<file path="src/rtl/data_bus_arbiter_if.sv">
// data_bus_arbiter_if: the requester ports C and D, the arbiter results and
// the DataBusControl side, grouped into one bundle.
// slave  = arbiter view, master = requesters plus bus model view.
interface data_bus_arbiter_if #(
  parameter int ADDR_WIDTH = 12,
  parameter int DATA_WIDTH = 32
);
  // port C (core load/store path)
  logic                  c_req;
  logic                  c_wr;
  logic [1:0]            c_size;
  logic                  c_unsigned;
  logic [ADDR_WIDTH-1:0] c_addr;
  logic [DATA_WIDTH-1:0] c_wdata;
  logic                  c_gnt;
  logic                  c_done;
  logic                  c_err;
  // port D (debug / program loader)
  logic                  d_req;
  logic                  d_wr;
  logic [1:0]            d_size;
  logic                  d_unsigned;
  logic [ADDR_WIDTH-1:0] d_addr;
  logic [DATA_WIDTH-1:0] d_wdata;
  logic                  d_gnt;
  logic                  d_done;
  logic                  d_err;
  // shared results
  logic [DATA_WIDTH-1:0] rdata;
  logic                  owner;
  // DataBusControl side
  logic                  bus_rd;
  logic                  bus_wd;
  logic [1:0]            bus_size;
  logic                  bus_unsigned;
  logic [ADDR_WIDTH-1:0] bus_addr;
  logic [DATA_WIDTH-1:0] bus_wdata;
  logic [DATA_WIDTH-1:0] bus_rdata;
  logic                  bus_ready;

  modport slave (
    input  c_req, c_wr, c_size, c_unsigned, c_addr, c_wdata,
    input  d_req, d_wr, d_size, d_unsigned, d_addr, d_wdata,
    output c_gnt, c_done, c_err, d_gnt, d_done, d_err,
    output rdata, owner,
    output bus_rd, bus_wd, bus_size, bus_unsigned, bus_addr, bus_wdata,
    input  bus_rdata, bus_ready
  );

  modport master (
    output c_req, c_wr, c_size, c_unsigned, c_addr, c_wdata,
    output d_req, d_wr, d_size, d_unsigned, d_addr, d_wdata,
    input  c_gnt, c_done, c_err, d_gnt, d_done, d_err,
    input  rdata, owner,
    input  bus_rd, bus_wd, bus_size, bus_unsigned, bus_addr, bus_wdata,
    output bus_rdata, bus_ready
  );
endinterface

</file>
<file path="src/rtl/data_bus_arbiter.sv">
// data_bus_arbiter: shares the DataBusControl data port between the core
// load/store path (C) and a secondary master (D). One transaction at a time:
// IDLE -> ISSUE -> WAIT -> DONE, or IDLE -> DONE for misaligned/reserved
// accesses. WAIT is bounded by TIMEOUT cycles. All outputs are registered.
// Build option: define RISCUIN_ARB_ROUND_ROBIN_EN for round-robin tie-break;
// otherwise fixed priority with C winning ties.
module data_bus_arbiter #(
  parameter int ADDR_WIDTH = 12,
  parameter int DATA_WIDTH = 32,
  parameter int TIMEOUT    = 16
) (
  input logic               clk,
  input logic               rst,
  data_bus_arbiter_if.slave io_bus
);

  typedef enum logic [1:0] {
    S_IDLE  = 2'd0,
    S_ISSUE = 2'd1,
    S_WAIT  = 2'd2,
    S_DONE  = 2'd3
  } state_t;

  localparam logic [7:0] LP_CNT_LAST = 8'(TIMEOUT - 1);

  state_t                r_state;
  state_t                w_state_nxt;
  logic [7:0]            r_cnt;
  logic [7:0]            w_cnt_nxt;

  // latched transaction
  logic                  r_wr;
  logic [1:0]            r_size;
  logic                  r_uns;
  logic [ADDR_WIDTH-1:0] r_addr;
  logic [DATA_WIDTH-1:0] r_wdata;

  // registered outputs
  logic                  r_owner;
  logic                  r_c_gnt;
  logic                  r_d_gnt;
  logic                  r_c_done;
  logic                  r_d_done;
  logic                  r_c_err;
  logic                  r_d_err;
  logic                  r_bus_rd;
  logic                  r_bus_wd;
  logic [DATA_WIDTH-1:0] r_rdata;

  // arbitration / selection
  logic                  w_any_req;
  logic                  w_win;
  logic                  w_sel_wr;
  logic [1:0]            w_sel_size;
  logic                  w_sel_uns;
  logic [ADDR_WIDTH-1:0] w_sel_addr;
  logic [DATA_WIDTH-1:0] w_sel_wdata;
  logic                  w_misalign;

  // next values for registered outputs
  logic                  w_own_nxt;
  logic                  w_c_gnt_nxt;
  logic                  w_d_gnt_nxt;
  logic                  w_done_nxt;
  logic                  w_err_nxt;
  logic                  w_c_done_nxt;
  logic                  w_d_done_nxt;
  logic                  w_c_err_nxt;
  logic                  w_d_err_nxt;
  logic                  w_rd_nxt;
  logic                  w_wd_nxt;
  logic [DATA_WIDTH-1:0] w_rdata_nxt;

`ifdef RISCUIN_ARB_ROUND_ROBIN_EN
  logic                  r_last;  // 0 = C served last, 1 = D served last
`endif

  // Winner selection, request field mux and alignment check
  always_comb begin
    w_any_req = io_bus.c_req | io_bus.d_req;
`ifdef RISCUIN_ARB_ROUND_ROBIN_EN
    if (io_bus.c_req && io_bus.d_req) begin
      w_win = ~r_last;
    end else begin
      w_win = ~io_bus.c_req;
    end
`else
    w_win = ~io_bus.c_req;
`endif
    if (w_win) begin
      w_sel_wr    = io_bus.d_wr;
      w_sel_size  = io_bus.d_size;
      w_sel_uns   = io_bus.d_unsigned;
      w_sel_addr  = io_bus.d_addr;
      w_sel_wdata = io_bus.d_wdata;
    end else begin
      w_sel_wr    = io_bus.c_wr;
      w_sel_size  = io_bus.c_size;
      w_sel_uns   = io_bus.c_unsigned;
      w_sel_addr  = io_bus.c_addr;
      w_sel_wdata = io_bus.c_wdata;
    end
    case (w_sel_size)
      2'b01:   w_misalign = w_sel_addr[0];
      2'b10:   w_misalign = |w_sel_addr[1:0];
      2'b11:   w_misalign = 1'b1;
      default: w_misalign = 1'b0;
    endcase
  end

  // State register
  always_ff @(posedge clk) begin
    if (!rst) begin
      r_state <= S_IDLE;
    end else begin
      r_state <= w_state_nxt;
    end
  end

  // Next-state logic
  always_comb begin
    w_state_nxt = r_state;
    case (r_state)
      S_IDLE: begin
        if (w_any_req) begin
          w_state_nxt = w_misalign ? S_DONE : S_ISSUE;
        end
      end
      S_ISSUE: w_state_nxt = S_WAIT;
      S_WAIT: begin
        if (io_bus.bus_ready || (r_cnt == LP_CNT_LAST)) begin
          w_state_nxt = S_DONE;
        end
      end
      S_DONE:  w_state_nxt = S_IDLE;
      default: w_state_nxt = S_IDLE;
    endcase
  end

  // Output logic: computes the values the output registers take next cycle,
  // so every pulse lands in the state it belongs to without comb outputs
  always_comb begin
    w_own_nxt   = r_owner;
    w_c_gnt_nxt = 1'b0;
    w_d_gnt_nxt = 1'b0;
    w_done_nxt  = 1'b0;
    w_err_nxt   = 1'b0;
    w_rd_nxt    = 1'b0;
    w_wd_nxt    = 1'b0;
    w_rdata_nxt = '0;
    w_cnt_nxt   = '0;
    case (r_state)
      S_IDLE: begin
        if (w_any_req) begin
          w_own_nxt   = w_win;
          w_c_gnt_nxt = ~w_win;
          w_d_gnt_nxt = w_win;
          if (w_misalign) begin
            w_done_nxt = 1'b1;
            w_err_nxt  = 1'b1;
          end else begin
            w_rd_nxt = ~w_sel_wr;
            w_wd_nxt = w_sel_wr;
          end
        end
      end
      S_WAIT: begin
        if (io_bus.bus_ready) begin
          w_done_nxt = 1'b1;
          if (!r_wr) begin
            w_rdata_nxt = io_bus.bus_rdata;
          end
        end else if (r_cnt == LP_CNT_LAST) begin
          w_done_nxt = 1'b1;
          w_err_nxt  = 1'b1;
        end else begin
          w_cnt_nxt = r_cnt + 8'd1;
        end
      end
      default: ;
    endcase
    w_c_done_nxt = w_done_nxt & ~w_own_nxt;
    w_d_done_nxt = w_done_nxt & w_own_nxt;
    w_c_err_nxt  = w_err_nxt & ~w_own_nxt;
    w_d_err_nxt  = w_err_nxt & w_own_nxt;
  end

  // Output and wait-counter registers
  always_ff @(posedge clk) begin
    if (!rst) begin
      r_cnt    <= '0;
      r_owner  <= 1'b0;
      r_c_gnt  <= 1'b0;
      r_d_gnt  <= 1'b0;
      r_c_done <= 1'b0;
      r_d_done <= 1'b0;
      r_c_err  <= 1'b0;
      r_d_err  <= 1'b0;
      r_bus_rd <= 1'b0;
      r_bus_wd <= 1'b0;
      r_rdata  <= '0;
    end else begin
      r_cnt    <= w_cnt_nxt;
      r_owner  <= w_own_nxt;
      r_c_gnt  <= w_c_gnt_nxt;
      r_d_gnt  <= w_d_gnt_nxt;
      r_c_done <= w_c_done_nxt;
      r_d_done <= w_d_done_nxt;
      r_c_err  <= w_c_err_nxt;
      r_d_err  <= w_d_err_nxt;
      r_bus_rd <= w_rd_nxt;
      r_bus_wd <= w_wd_nxt;
      r_rdata  <= w_rdata_nxt;
    end
  end

  // Latch the winning request; held for the whole transaction so req changes
  // after the grant cannot disturb the bus fields
  always_ff @(posedge clk) begin
    if (!rst) begin
      r_wr    <= 1'b0;
      r_size  <= '0;
      r_uns   <= 1'b0;
      r_addr  <= '0;
      r_wdata <= '0;
    end else if ((r_state == S_IDLE) && w_any_req) begin
      r_wr    <= w_sel_wr;
      r_size  <= w_sel_size;
      r_uns   <= w_sel_uns;
      r_addr  <= w_sel_addr;
      r_wdata <= w_sel_wdata;
    end
  end

`ifdef RISCUIN_ARB_ROUND_ROBIN_EN
  // Last-served tracking; resets to D so C takes the first tie
  always_ff @(posedge clk) begin
    if (!rst) begin
      r_last <= 1'b1;
    end else if ((r_state == S_IDLE) && w_any_req) begin
      r_last <= w_win;
    end
  end
`endif

  assign io_bus.c_gnt        = r_c_gnt;
  assign io_bus.d_gnt        = r_d_gnt;
  assign io_bus.c_done       = r_c_done;
  assign io_bus.d_done       = r_d_done;
  assign io_bus.c_err        = r_c_err;
  assign io_bus.d_err        = r_d_err;
  assign io_bus.rdata        = r_rdata;
  assign io_bus.owner        = r_owner;
  assign io_bus.bus_rd       = r_bus_rd;
  assign io_bus.bus_wd       = r_bus_wd;
  assign io_bus.bus_size     = r_size;
  assign io_bus.bus_unsigned = r_uns;
  assign io_bus.bus_addr     = r_addr;
  assign io_bus.bus_wdata    = r_wdata;

endmodule

</file>
<file path="src/flat_wrapper.sv">
// flat-port wrapper written by rule: the top's interface ports become plain ports
module data_bus_arbiter_flat 
#(
  parameter int ADDR_WIDTH = 12,
  parameter int DATA_WIDTH = 32,
  parameter int TIMEOUT    = 16
)
  (clk, rst, io_bus_c_req, io_bus_c_wr, io_bus_c_size, io_bus_c_unsigned, io_bus_c_addr, io_bus_c_wdata, io_bus_d_req, io_bus_d_wr, io_bus_d_size, io_bus_d_unsigned, io_bus_d_addr, io_bus_d_wdata, io_bus_c_gnt, io_bus_c_done, io_bus_c_err, io_bus_d_gnt, io_bus_d_done, io_bus_d_err, io_bus_rdata, io_bus_owner, io_bus_bus_rd, io_bus_bus_wd, io_bus_bus_size, io_bus_bus_unsigned, io_bus_bus_addr, io_bus_bus_wdata, io_bus_bus_rdata, io_bus_bus_ready);
  data_bus_arbiter_if #(.ADDR_WIDTH(ADDR_WIDTH), .DATA_WIDTH(DATA_WIDTH)) io_bus_i ();
  input logic clk;
  input logic rst;
  input wire logic [$bits(io_bus_i.c_req)-1:0] io_bus_c_req;
  input wire logic [$bits(io_bus_i.c_wr)-1:0] io_bus_c_wr;
  input wire logic [$bits(io_bus_i.c_size)-1:0] io_bus_c_size;
  input wire logic [$bits(io_bus_i.c_unsigned)-1:0] io_bus_c_unsigned;
  input wire logic [$bits(io_bus_i.c_addr)-1:0] io_bus_c_addr;
  input wire logic [$bits(io_bus_i.c_wdata)-1:0] io_bus_c_wdata;
  input wire logic [$bits(io_bus_i.d_req)-1:0] io_bus_d_req;
  input wire logic [$bits(io_bus_i.d_wr)-1:0] io_bus_d_wr;
  input wire logic [$bits(io_bus_i.d_size)-1:0] io_bus_d_size;
  input wire logic [$bits(io_bus_i.d_unsigned)-1:0] io_bus_d_unsigned;
  input wire logic [$bits(io_bus_i.d_addr)-1:0] io_bus_d_addr;
  input wire logic [$bits(io_bus_i.d_wdata)-1:0] io_bus_d_wdata;
  output wire logic [$bits(io_bus_i.c_gnt)-1:0] io_bus_c_gnt;
  output wire logic [$bits(io_bus_i.c_done)-1:0] io_bus_c_done;
  output wire logic [$bits(io_bus_i.c_err)-1:0] io_bus_c_err;
  output wire logic [$bits(io_bus_i.d_gnt)-1:0] io_bus_d_gnt;
  output wire logic [$bits(io_bus_i.d_done)-1:0] io_bus_d_done;
  output wire logic [$bits(io_bus_i.d_err)-1:0] io_bus_d_err;
  output wire logic [$bits(io_bus_i.rdata)-1:0] io_bus_rdata;
  output wire logic [$bits(io_bus_i.owner)-1:0] io_bus_owner;
  output wire logic [$bits(io_bus_i.bus_rd)-1:0] io_bus_bus_rd;
  output wire logic [$bits(io_bus_i.bus_wd)-1:0] io_bus_bus_wd;
  output wire logic [$bits(io_bus_i.bus_size)-1:0] io_bus_bus_size;
  output wire logic [$bits(io_bus_i.bus_unsigned)-1:0] io_bus_bus_unsigned;
  output wire logic [$bits(io_bus_i.bus_addr)-1:0] io_bus_bus_addr;
  output wire logic [$bits(io_bus_i.bus_wdata)-1:0] io_bus_bus_wdata;
  input wire logic [$bits(io_bus_i.bus_rdata)-1:0] io_bus_bus_rdata;
  input wire logic [$bits(io_bus_i.bus_ready)-1:0] io_bus_bus_ready;
  assign io_bus_i.c_req = io_bus_c_req;
  assign io_bus_i.c_wr = io_bus_c_wr;
  assign io_bus_i.c_size = io_bus_c_size;
  assign io_bus_i.c_unsigned = io_bus_c_unsigned;
  assign io_bus_i.c_addr = io_bus_c_addr;
  assign io_bus_i.c_wdata = io_bus_c_wdata;
  assign io_bus_i.d_req = io_bus_d_req;
  assign io_bus_i.d_wr = io_bus_d_wr;
  assign io_bus_i.d_size = io_bus_d_size;
  assign io_bus_i.d_unsigned = io_bus_d_unsigned;
  assign io_bus_i.d_addr = io_bus_d_addr;
  assign io_bus_i.d_wdata = io_bus_d_wdata;
  assign io_bus_c_gnt = io_bus_i.c_gnt;
  assign io_bus_c_done = io_bus_i.c_done;
  assign io_bus_c_err = io_bus_i.c_err;
  assign io_bus_d_gnt = io_bus_i.d_gnt;
  assign io_bus_d_done = io_bus_i.d_done;
  assign io_bus_d_err = io_bus_i.d_err;
  assign io_bus_rdata = io_bus_i.rdata;
  assign io_bus_owner = io_bus_i.owner;
  assign io_bus_bus_rd = io_bus_i.bus_rd;
  assign io_bus_bus_wd = io_bus_i.bus_wd;
  assign io_bus_bus_size = io_bus_i.bus_size;
  assign io_bus_bus_unsigned = io_bus_i.bus_unsigned;
  assign io_bus_bus_addr = io_bus_i.bus_addr;
  assign io_bus_bus_wdata = io_bus_i.bus_wdata;
  assign io_bus_i.bus_rdata = io_bus_bus_rdata;
  assign io_bus_i.bus_ready = io_bus_bus_ready;
  data_bus_arbiter #(.ADDR_WIDTH(ADDR_WIDTH), .DATA_WIDTH(DATA_WIDTH), .TIMEOUT(TIMEOUT)) u_core (.clk(clk), .rst(rst), .io_bus(io_bus_i));
endmodule
</file>
<file path="config.mk">
export PLATFORM = sky130hd
export DESIGN_NAME = data_bus_arbiter_flat
export DESIGN_NICKNAME = d
export VERILOG_FILES = /design/src/rtl/data_bus_arbiter_if.sv /design/src/rtl/data_bus_arbiter.sv /design/src/flat_wrapper.sv
export SDC_FILE = /design/constraint.sdc
export NUM_CORES = 1
export LEC_CHECK = 0
export CORE_MARGIN = 4
export CORE_UTILIZATION = 34
export CTS_CLUSTER_DIAMETER = 120
export DETAILED_ROUTE_END_ITERATION = 8
export PLACE_DENSITY_LB_ADDON = 0.05
export SYNTH_ARGS = -nofsm -noshare
export SYNTH_HDL_FRONTEND = slang
export SYNTH_SLANG_ARGS = --single-unit
</file>
<file path="constraint.sdc">
create_clock -name clk -period 1.43 [get_ports clk]
set_input_delay 0.429 -clock clk [delete_from_list [all_inputs] [get_ports clk]]
set_output_delay 0.429 -clock clk [all_outputs]
set_load 0.01 [all_outputs]
</file>
# Word-level counts from Yosys, hierarchy flattened

Index checks and enable logic that the tools add are counted.

Register bits after elaboration: 99
Logic and storage cells: 68

Add/sub/neg operators: 1
Equality and inequality tests: 9
Multiplexer cells: 19
Bitwise logic cells: 13
Reduce and logical (&&, ||, !) cells: 9

Operators with widths:

| kind                | count |
|---|---|
| $mux 32             | 1 |
| $mux 12             | 1 |
| $reduce_or 4->1     | 3 |
| $mux 1              | 9 |
| $add 8x1->8 const B | 1 |
| $eq 2x2->1 const B  | 4 |
| $eq 8x4->1 const B  | 1 |
| $mux 2              | 4 |
| $not 1->1           | 8 |
| $pmux 2 s4          | 1 |
| $and 1x1->1         | 4 |
| $eq 2x1->1 const B  | 2 |
| $ne 2x1->1 const B  | 2 |
| $pmux 1 s2          | 2 |
| $pmux 1 s3          | 1 |
| $reduce_and 3->1    | 1 |
| $logic_not 2->1     | 1 |
| $reduce_and 2->1    | 1 |
| $reduce_or 2->1     | 1 |
| $logic_and 1x1->1   | 1 |
| $logic_or 1x1->1    | 1 |
| $or 1x1->1          | 1 |

# Longest topological paths before layout

Gate-level depths: netlist (run 1).

Depth after elaboration: 7
Depth in mapped cells: 9
Depth with buffers taken out: 6

# Worst setup path after synthesis (run 1)

OpenSTA, ideal clock, no wires.

Path type: register to register
Start: register u_core.r_state[0]
End: register u_core.r_wdata[10] (netlist: u_core.io_bus.bus_wdata[10])
Library setup time: 86 ps
Arrival time: 1421 ps
Required time: 1344 ps
Path slack: -77 ps
Stages on the path, launching flop included: 9
Buffers on the path: 4
Period minus slack after synthesis: 1507 ps
Path through: dfxtp_1 -> inv_1 -> ha_1 -> buf_2 -> o21a_1 -> buf_2 -> buf_2 -> buf_2 -> a211oi_1

Longest elaborated chain between the ends: 2

Ends and longest elaborated chain:

| item                     | RTL line                | text |
|---|---|---|
| start: declaration       | data_bus_arbiter.sv:26  | `state_t r_state;` |
| start signal: assignment | data_bus_arbiter.sv:116 | `r_state <= w_state_nxt;` |
| $logic_not 2->1          | data_bus_arbiter.sv:226 | `end else if ((r_state == S_IDLE) && w_any_req) begin` |
| $logic_and 1x1->1        | data_bus_arbiter.sv:226 |  |
| end signal: assignment   | data_bus_arbiter.sv:231 | `r_wdata <= w_sel_wdata;` |
| end: declaration         | data_bus_arbiter.sv:36  | `logic [DATA_WIDTH-1:0] r_wdata;` |

No other way between the ends.
A chain may end at the register's enable or synchronous reset.

# Worst setup path after layout (run 1)

Start: register u_core.r_cnt[5]
End: register u_core.r_state[0]

Longest elaborated chain between the ends: 4

Ends and longest elaborated chain:

| item                       | RTL line                | text |
|---|---|---|
| start: declaration         | data_bus_arbiter.sv:28  | `logic [7:0] r_cnt;` |
| start signal: assignment   | data_bus_arbiter.sv:203 | `r_cnt <= w_cnt_nxt;` |
| $eq 8x4->1                 | data_bus_arbiter.sv:131 | `if (io_bus.bus_ready \|\| (r_cnt == LP_CNT_LAST)) begin` |
| $logic_or 1x1->1           | data_bus_arbiter.sv:131 |  |
| $ne 2x1->1 (no line)       | n/a                     |  |
| $reduce_and 2->1 (no line) | n/a                     |  |

No other way between the ends.

==> results by group, run 1 <==
Layout
  – Share of cells above drive strength 1: between 10% and 20%
  – Antenna diodes: 0
  – Area Overhead vs Synth: 72.8%
  – Util after Layout: 61.4%
  – # nets final: approximately 740

Timing
  – Final Skew: about 0.0067 ns
  – Slew headroom: ~80%
  – RSZ-0062 raised after global routing: true
  – Crit path time final: approximately 1.5 ns
  – Fin crit share: 102%
  – Final setup fails: 3
  – Post-layout worst setup margin: -0.0346 ns
  – Worst Tran Pin Value: between 0.2 and 0.3 ns
  – Setup TNS: -0.0630 ns
  – Max Freq: roughly 700 MHz
  – Slew Limit Fails: 0
  – Final hold vios: 0

Worst hold path
  – Tightest Hold Check Type: reg -> reg

Detailed routing
  – Drc violations: 0
  – 1st-iter DRT viols: 92
  – WL/cell: ~16 um
  – First-pass DRT Iterations: 4
  – Final wirelength: approximately 12000 um
  – Routed Antenna Nets: 0
  – Via density: about 4.6
  – Vias: ~3.4k

Logic synthesis
  – Sequential area share after synthesis: a little over half
  – Area share of the largest cell type after synthesis: around 53%
  – Synth Instances: 367
  – Count of state elements after synthesis: slightly below 100
  – Post-synth ARST share: 0%
  – Number of library cell types mapped by synthesis: 31
  – Commonest cells post-synth: 99 x dfxtp_1, 66 x nor2_1, 48 x a211oi_1, 48 x mux2i_1, 32 x and2_1
  – Syn nets: slightly above 500
  – Synthesis Warnings: 0
  – Syn avg cell area: roughly 10 um2
  – Prevailing post-synth register cell: dfxtp_1
  – Most common cell in the netlist: dfxtp_1
  – Synth area leaders: dfxtp_1 53%, mux2i_1 13%, a211oi_1 9.7%
  – Post-synth EDFFs: 0
  – Cell area after synthesis: ~3700 um2
  – Cell accounting for the most synthesized area: dfxtp_1

Floorplan
  – Die height: 113 um
  – Starting Density: 35.5%
  – Die width: ~110 um
  – Site Rows: 37
  – Die area: 12700 um2
  – IO Count: 221
  – CORE AREA: between 10000 and 15000 um2

Power
  – Switching power: 3.13 mW
  – Flop pwr share: about two fifths
  – PwrDens: roughly 1500 nW/um2
  – Clk pwr share: slightly below 20%
  – Pint: about 6.3 mW
  – Sw Share: between 30% and 40%
  – Combinational power share: 41.9%
  – Leak: approximately 2.8 nW
  – Worst vdd ir: 0.849 mV

Global route
  – Congestion Overflow GR: 0
  – Gr usage total: 16.8%
  – First-pass GRT wire length: around 17000 um
  – Vias in the first global route: 3383
  – Pin count of the biggest net entering global routing: 47
  – Initial antenna violation count: 0

Critical path
  – Crit Path Max Fanout: 3
  – Kind of critical path: reg -> reg
  – Data required, critical path: between 1.5 and 2 ns
  – Critical path arrival: 1.77 ns
  – Startpoint types: flop
  – Crit. End Element: flop

Clock network
  – Clock-pin slew on the worst setup and hold paths: ~0.080 ns
  – H-tree levels: 3
  – Clk_lat worst skew: approximately 0.35 ns
  – CTS tree: built
  – CTS Buffer Depth: 2
  – CTS Buf Count: 9
  – Total clock sinks: just under 100
  – Post-CTS Hold Buffers: 0
  – Clock root buffer: clkbuf_8

Placed design
  – Gpl congestion: between 0.7 and 0.8
  – Port Buffers: between 200 and 250
  – Hpwl dp: slightly below 9000 um

Run status
  – Failing checks: negative setup slack
  – Status: finished with violations

Flow run
  – Max cap viols: 0
-- sequential cells by signal, indices dropped and copies added, names as in the netlist --
signal,count
u_core.io_bus.bus_wdata,32
u_core.io_bus.rdata,32
u_core.io_bus.bus_addr,12
u_core.r_cnt,8
u_core.io_bus.bus_size,2
u_core.r_state,2
u_core.io_bus.bus_rd,1
u_core.io_bus.bus_unsigned,1
u_core.io_bus.bus_wd,1
u_core.io_bus.c_done,1
u_core.io_bus.c_err,1
u_core.io_bus.c_gnt,1
u_core.io_bus.d_done,1
u_core.io_bus.d_err,1
u_core.io_bus.d_gnt,1
u_core.io_bus.owner,1
u_core.r_wr,1
-- timing repair --
action,4_1_cts,5_1_grt
setup buffers,1,1
pin swaps,4,2
endpoints found under the setup margin,98,119
resized for setup,121,87
cloned,0,5
-- final timing paths --
kind / from / end / slack, ns / depth (start not counted)
worst max-delay path: u_core.r_cnt[5]$_SDFF_PP0_ / u_core.r_state[0]$_SDFFE_PN0P_ / -0.03 / 4
worst min-delay path: u_core.r_cnt[0]$_SDFF_PP0_ / u_core.r_cnt[0]$_SDFF_PP0_ / 0.45 / 1
worst max register to register: u_core.r_cnt[5]$_SDFF_PP0_ / u_core.r_state[0]$_SDFFE_PN0P_ / -0.03 / 4
worst min register to register: u_core.r_cnt[0]$_SDFF_PP0_ / u_core.r_cnt[0]$_SDFF_PP0_ / 0.45 / 1
-- worst max-delay path, cell delays in order, from the launching register on --
cell and delay, ns:
dfxtp_2 0.32, or4_4 0.55, o21a_1 0.23, a21oi_2 0.13
o221a_2 0.18
-- per-layer routing --
metal  vias to the layer above  track usage, %  share of wire [%]
met3                         6            8.14                8.7
met2                       119            30.4                 52
li1                       1735               -                  -
met4                         0            4.01                1.0
met5                         -               0                  0
met1                      1584            17.4                 38
-- cell usage in the layout (no fill, tap or decap), types with 3 or more instances in the layout --
master | Yosys | layout
buf_4 | 3 | 22
clkbuf_2 | 0 | 32
nor2_1 | 66 | 66
xnor2_1 | 4 | 4
clkdlybuf4s15_1 | 0 | 34
inv_1 | 5 | 4
mux2i_1 | 48 | 46
clkbuf_16 | 0 | 4
a21oi_1 | 3 | 3
nand2_1 | 7 | 6
a211oi_1 | 48 | 41
buf_12 | 0 | 5
dlygate4sd2_1 | 0 | 21
dfxtp_1 | 99 | 98
a211oi_2 | 0 | 7
nand3_1 | 4 | 3
clkdlybuf4s50_1 | 0 | 130
clkbuf_8 | 0 | 9
and2_1 | 32 | 32
-- power groups by stage --
stage	registers [mW]	clock network, mW	logic, mW
after floorplan	3.98	0	1.58
after global routing	3.74	2.04	4.32
after CTS	3.65	1.93	3.52
after detailed placement	3.72	0	3.83
final	3.65	1.85	3.97
after global placement	3.69	0	3.77
-- cell families (layout without fill, tap and decap cells) --
logic type | count (synthesis) | after routing | share of synthesized area (%)
muxes | 48 | 48 | 12.9
DFF | 99 | 99 | 53.4
AOI/OAI and AO/OA | 62 | 63 | 12.4
xor gates and xnor gates | 6 | 6 | 1.41
adders and majority gates | 3 | 3 | 1.01
buffers and inverters | 32 | 270 | 3.91
and+or+nand+nor | 117 | 117 | 15.0
-- metrics by stage --
stage               instances  power, mW  setup WS (ns)  cell area [um2]  hold slack, ns
finish                    742       9.47        -0.0346             6420           0.452
global route              742       10.1        -0.0889             6420           0.486
CTS                       736       9.10        -0.0589             6350           0.458
detailed placement        721       7.54         -0.358             6210           0.439
global placement          721       7.46         -0.297             6210           0.431
floorplan                 367       5.56        0.00121             3730           0.418
-- area by class of cell --
cell class              count  area (um2)
inverters                   5        18.8
fillers                   956        4040
clock buffers              11         131
clock inverters             3        65.1
well taps                 136         170
flip-flops and latches     99        1980
multi-input cells         237        1680
repair buffers            251        2370
No activity file was read; power rests on OpenSTA's default activity.
==> run 2, diff against run 1 <==
- ABC_AREA: not set -> 1
- RECOVER_POWER: not set -> 100
==> run 2 against run 1 <==
The flow now finishes without violations. Final cell count rose by 16%. Via count up 17%. Sequential cell count did not move. Non-clock buffer count is 3 lower. Global-route usage rose by 2.8 points. Die area is 1.6% higher.
==> results by group, run 2 <==
Detailed routing
  – Vias: 4040 (was 3444)
  – First-pass DRT Iterations: 4 (unchanged)
  – Via density: 4.70 (was 4.64)
  – Drc violations: 0 (unchanged)
  – Routed Antenna Nets: 0 (unchanged)
  – Final wirelength: 13000 um (was 11600 um)
  – 1st-iter DRT viols: 161 (was 92)
  – WL/cell: 15.1 um (was 15.6 um)

Critical path
  – CP Launch Point: u_core.io_bus.bus_wdata[0]$_SDFFE_PN0P_ (was u_core.r_cnt[5]$_SDFF_PP0_)
  – Kind of critical path: reg -> out (was reg -> reg)
  – Critical path's slowest cell: dfxtp_1 (was or4_4)
  – Crit path cell chain: dlygate4sd2_1 (was or4_4 -> o21a_1 -> a21oi_2 -> o221a_2)
  – Buf+Inv Stages, Crit Path: 1 (was 0)
  – Critical path arrival: 0.96 ns (was 1.77 ns)
  – FF-to-FF Start: u_core.r_state[1]$_SDFFE_PN0P_ (was u_core.r_cnt[5]$_SDFF_PP0_)
  – Reg-to-reg slack, setup: 0.06 ns (was -0.03 ns)
  – Crit path max-delay family: flip-flops (was simple AND/OR/NAND/NOR gates)
  – Startpoint types: flop (unchanged)
  – Data required, critical path: 1.00 ns (was 1.73 ns)
  – Crit. End Element: output port (was flop)
  – Crit Path Max Fanout: 2 (was 3)
  – CP max stage delay: 0.33 ns (was 0.55 ns)

Clock network
  – Total clock sinks: 99 (unchanged)
  – Clock root buffer: clkbuf_8 (unchanged)
  – Clk_lat worst skew: 0.36 ns (was 0.35 ns)
  – CTS Buffer Depth: 2 (unchanged)
  – H-tree levels: 3 (unchanged)
  – Post-CTS Hold Buffers: 0 (unchanged)
  – Clock-pin slew on the worst setup and hold paths: 0.09 ns (was 0.08 ns)
  – CTS Buf Count: 9 (unchanged)
  – CTS tree: built (unchanged)

Layout
  – Util after Layout: 59.3% (was 61.4%)
  – Area Overhead vs Synth: 70.1% (was 72.8%)
  – Non-Filler Instances: 860 (was 742)
  – Antenna diodes: 0 (unchanged)
  – Commonest non-fill, non-tap cells in the layout: 130 x clkdlybuf4s50_1, 118 x nand2_1, 96 x dfxtp_1 (was 130 x clkdlybuf4s50_1, 98 x dfxtp_1, 66 x nor2_1)
  – # nets final: 851 (was 739)
  – Most common cell after layout, fill and taps aside: clkdlybuf4s50_1 (unchanged)
  – Final-layout fill cell count: 996 (was 956)
  – Final instance area: 6430 um2 (was 6420 um2)
  – Share of cells above drive strength 1: 11.0% (was 16.5%)

Power
  – Clk pwr share: 19.6% (about the same)
  – Combinational power share: 41.8% (was 41.9%)
  – Worst vdd ir: 0.649 mV (was 0.849 mV)
  – Sw Share: 34.2% (was 33.1%)
  – Leak: 2.93 nW (was 2.80 nW)
  – Flop pwr share: 38.6% (about the same)
  – Pint: 6.25 mW (was 6.34 mW)
  – Switching power: 3.25 mW (was 3.13 mW)
  – PwrDens: 1480 nW/um2 (about the same)
  – Total power: 9.51 mW (was 9.47 mW)

Timing
  – Max Freq: 719 MHz (was 683 MHz)
  – Slew Limit Fails: 0 (unchanged)
  – Slew headroom: 76.9% (was 79.8%)
  – Crit path time final: 1.39 ns (was 1.46 ns)
  – Final hold vios: 0 (unchanged)
  – Worst Tran Pin Value: 0.346 ns (was 0.295 ns)
  – Hold_ws: 0.384 ns (was 0.452 ns)
  – Fin crit share: 97.3% (was 102%)
  – Post-layout worst setup margin: 0.0386 ns (was -0.0346 ns)
  – Final Skew: 0.00609 ns (was 0.00671 ns)
  – Final setup fails: 0 (was 3)
  – Setup TNS: 0 ns (was -0.0630 ns)

Logic synthesis
  – Syn nets: 622 (was 503)
  – Synth area leaders: dfxtp_1 52%, nand2_1 12%, a31oi_1 7.1% (was dfxtp_1 53%, mux2i_1 13%, a211oi_1 9.7%)
  – Post-synth EDFFs: 0 (unchanged)
  – Post-synth ARST share: 0% (unchanged)
  – Area share of the largest cell type after synthesis: 52.4% (was 53.4%)
  – Commonest cells post-synth: 120 x nand2_1, 99 x dfxtp_1, 52 x nor2_1, 51 x inv_1, 43 x a31oi_1 (was 99 x dfxtp_1, 66 x nor2_1, 48 x a211oi_1, 48 x mux2i_1, 32 x and2_1)
  – Prevailing post-synth register cell: dfxtp_1 (unchanged)
  – Number of library cell types mapped by synthesis: 27 (was 31)
  – Synthesis Warnings: 0 (unchanged)
  – Count of state elements after synthesis: 99 (unchanged)
  – Synth Instances: 486 (was 367)
  – Cell accounting for the most synthesized area: dfxtp_1 (unchanged)
  – Cell area after synthesis: 3780 um2 (was 3710 um2)
  – Most common cell in the netlist: nand2_1 (was dfxtp_1)
  – Sequential area share after synthesis: 52.4% (was 53.4%)
  – Syn avg cell area: 7.78 um2 (was 10.1 um2)

Floorplan
  – Die width: 113 um (about the same)
  – Die area: 12900 um2 (was 12700 um2)
  – Starting Density: 34.9% (was 35.5%)
  – CORE AREA: 10800 um2 (was 10500 um2)
  – Die height: 113 um (about the same)
  – Site Rows: 38 (was 37)
  – IO Count: 221 (unchanged)

Global route
  – Met1 Use GR: 22.2% (was 17.4%)
  – GRT met3 Usage: 7.21% (was 8.14%)
  – Layer with the highest usage: met2 (unchanged)
  – M2 GR Usage: 32.7% (was 30.4%)
  – Vias in the first global route: 4061 (was 3383)
  – Congestion Overflow GR: 0 (unchanged)
  – Initial antenna violation count: 0 (unchanged)
  – Pin count of the biggest net entering global routing: 43 (was 47)
  – First-pass GRT wire length: 20100 um (was 16800 um)
  – Gr usage total: 19.6% (was 16.8%)

Placed design
  – Setup slack at placement: -0.303 ns (was -0.358 ns)
  – Dpl cells: 836 (was 721)
  – Port Buffers: 220 (unchanged)
  – Placed Area: 6180 um2 (was 6210 um2)
  – Hpwl dp: 9170 um (was 8640 um)
  – Gpl congestion: 0.815 (was 0.795)

Run status
  – Status: finished clean (was finished with violations)

Flow run
  – Max cap viols: 0 (unchanged)

Worst hold path
  – Hold Startpoint: rst (was u_core.r_cnt[0]$_SDFF_PP0_)
  – Tightest Hold Check Type: in -> reg (was reg -> reg)
[run 2: cell types whose count changed in the layout (fill, tap and decap cells not counted), moves of 18 or more]
cell / before / now
o21ai_0: 0 / 38
nand2_1: 6 / 118
clkbuf_1: 2 / 28
clkbuf_2: 32 / 3
inv_1: 4 / 48
clkdlybuf4s15_1: 34 / 15
a31oi_1: 0 / 43
mux2i_1: 46 / 0
a211oi_1: 41 / 0
and2_1: 32 / 0
dlygate4sd2_1: 21 / 39
[run 2: worst reg2reg max path, cell delays in order, from the launching register on]
cell and delay [ns]:
dfxtp_2 0.35, inv_2 0.05, ha_4 0.18, nand2_4 0.10
nand2_8 0.12, buf_12 0.15, clkbuf_16 0.15, o21ai_1 0.11
a31oi_1 0.05
[run 2: logic make-up (layout without fill, tap and decap cells)]
| logic type | count (synthesis) | count (layout) | share of synthesized area [%] |
|---|---|---|---|
| adder cells (fa/ha/maj) | 3 | 3 | 0.993 |
| AO/OA/AOI/OAI | 107 | 107 | 15.7 |
| flip-flops | 99 | 99 | 52.4 |
| AND/OR/NAND/NOR | 190 | 190 | 20.3 |
| buffers and inverters | 83 | 317 | 9.73 |
| XOR/XNOR | 4 | 4 | 0.927 |
[run 2: final timing paths]
check	endpoint	cells past startpoint
min	u_core.io_bus.c_gnt$_SDFF_PN0_	3
max reg2reg	u_core.io_bus.bus_wdata[22]$_SDFFE_PN0P_	8
min reg2reg	u_core.r_cnt[0]$_SDFF_PP0_	1
max	io_bus_bus_wdata[0]	1
[run 2: area by class of cell]
cell class / instances / area (um2) / share of cell area (%)
Sequential cell: 99 / 1990 / 30.9
Tap cell: 140 / 175 / 2.72
Clock buffer: 13 / 159 / 2.47
Clock inverter: 3 / 46.3 / 0.720
Multi-Input combinational cell: 304 / 1510 / 23.5
Inverter: 53 / 201 / 3.13
Timing Repair Buffer: 248 / 2350 / 36.6
[run 2: what timing repair did]
action / in CTS / in global routing
gates resized for setup: 128 / 74
gates cloned: 1 / 5
endpoints found under the hold margin: 0 / 0
pin swaps: 0 / 3
setup endpoints to repair: 105 / 134
setup buffers: 0 / 2
[run 2: power by group through the flow]
stage	sequential [mW]	combinational [mW]	clock [mW]
2_1_floorplan	3.98	1.38	0
3_3_place_gp	3.71	3.57	0
3_5_place_dp	3.72	3.63	0
4_1_cts	3.66	3.52	1.91
5_1_grt	3.75	4.34	2.02
6_report	3.67	3.97	1.86
[run 2: per-layer routing]
layer	vias up	part of all wire [%]
met5	-	0
met4	0	3.0
met3	24	10
met2	200	48
met1	1804	39
li1	2012	-
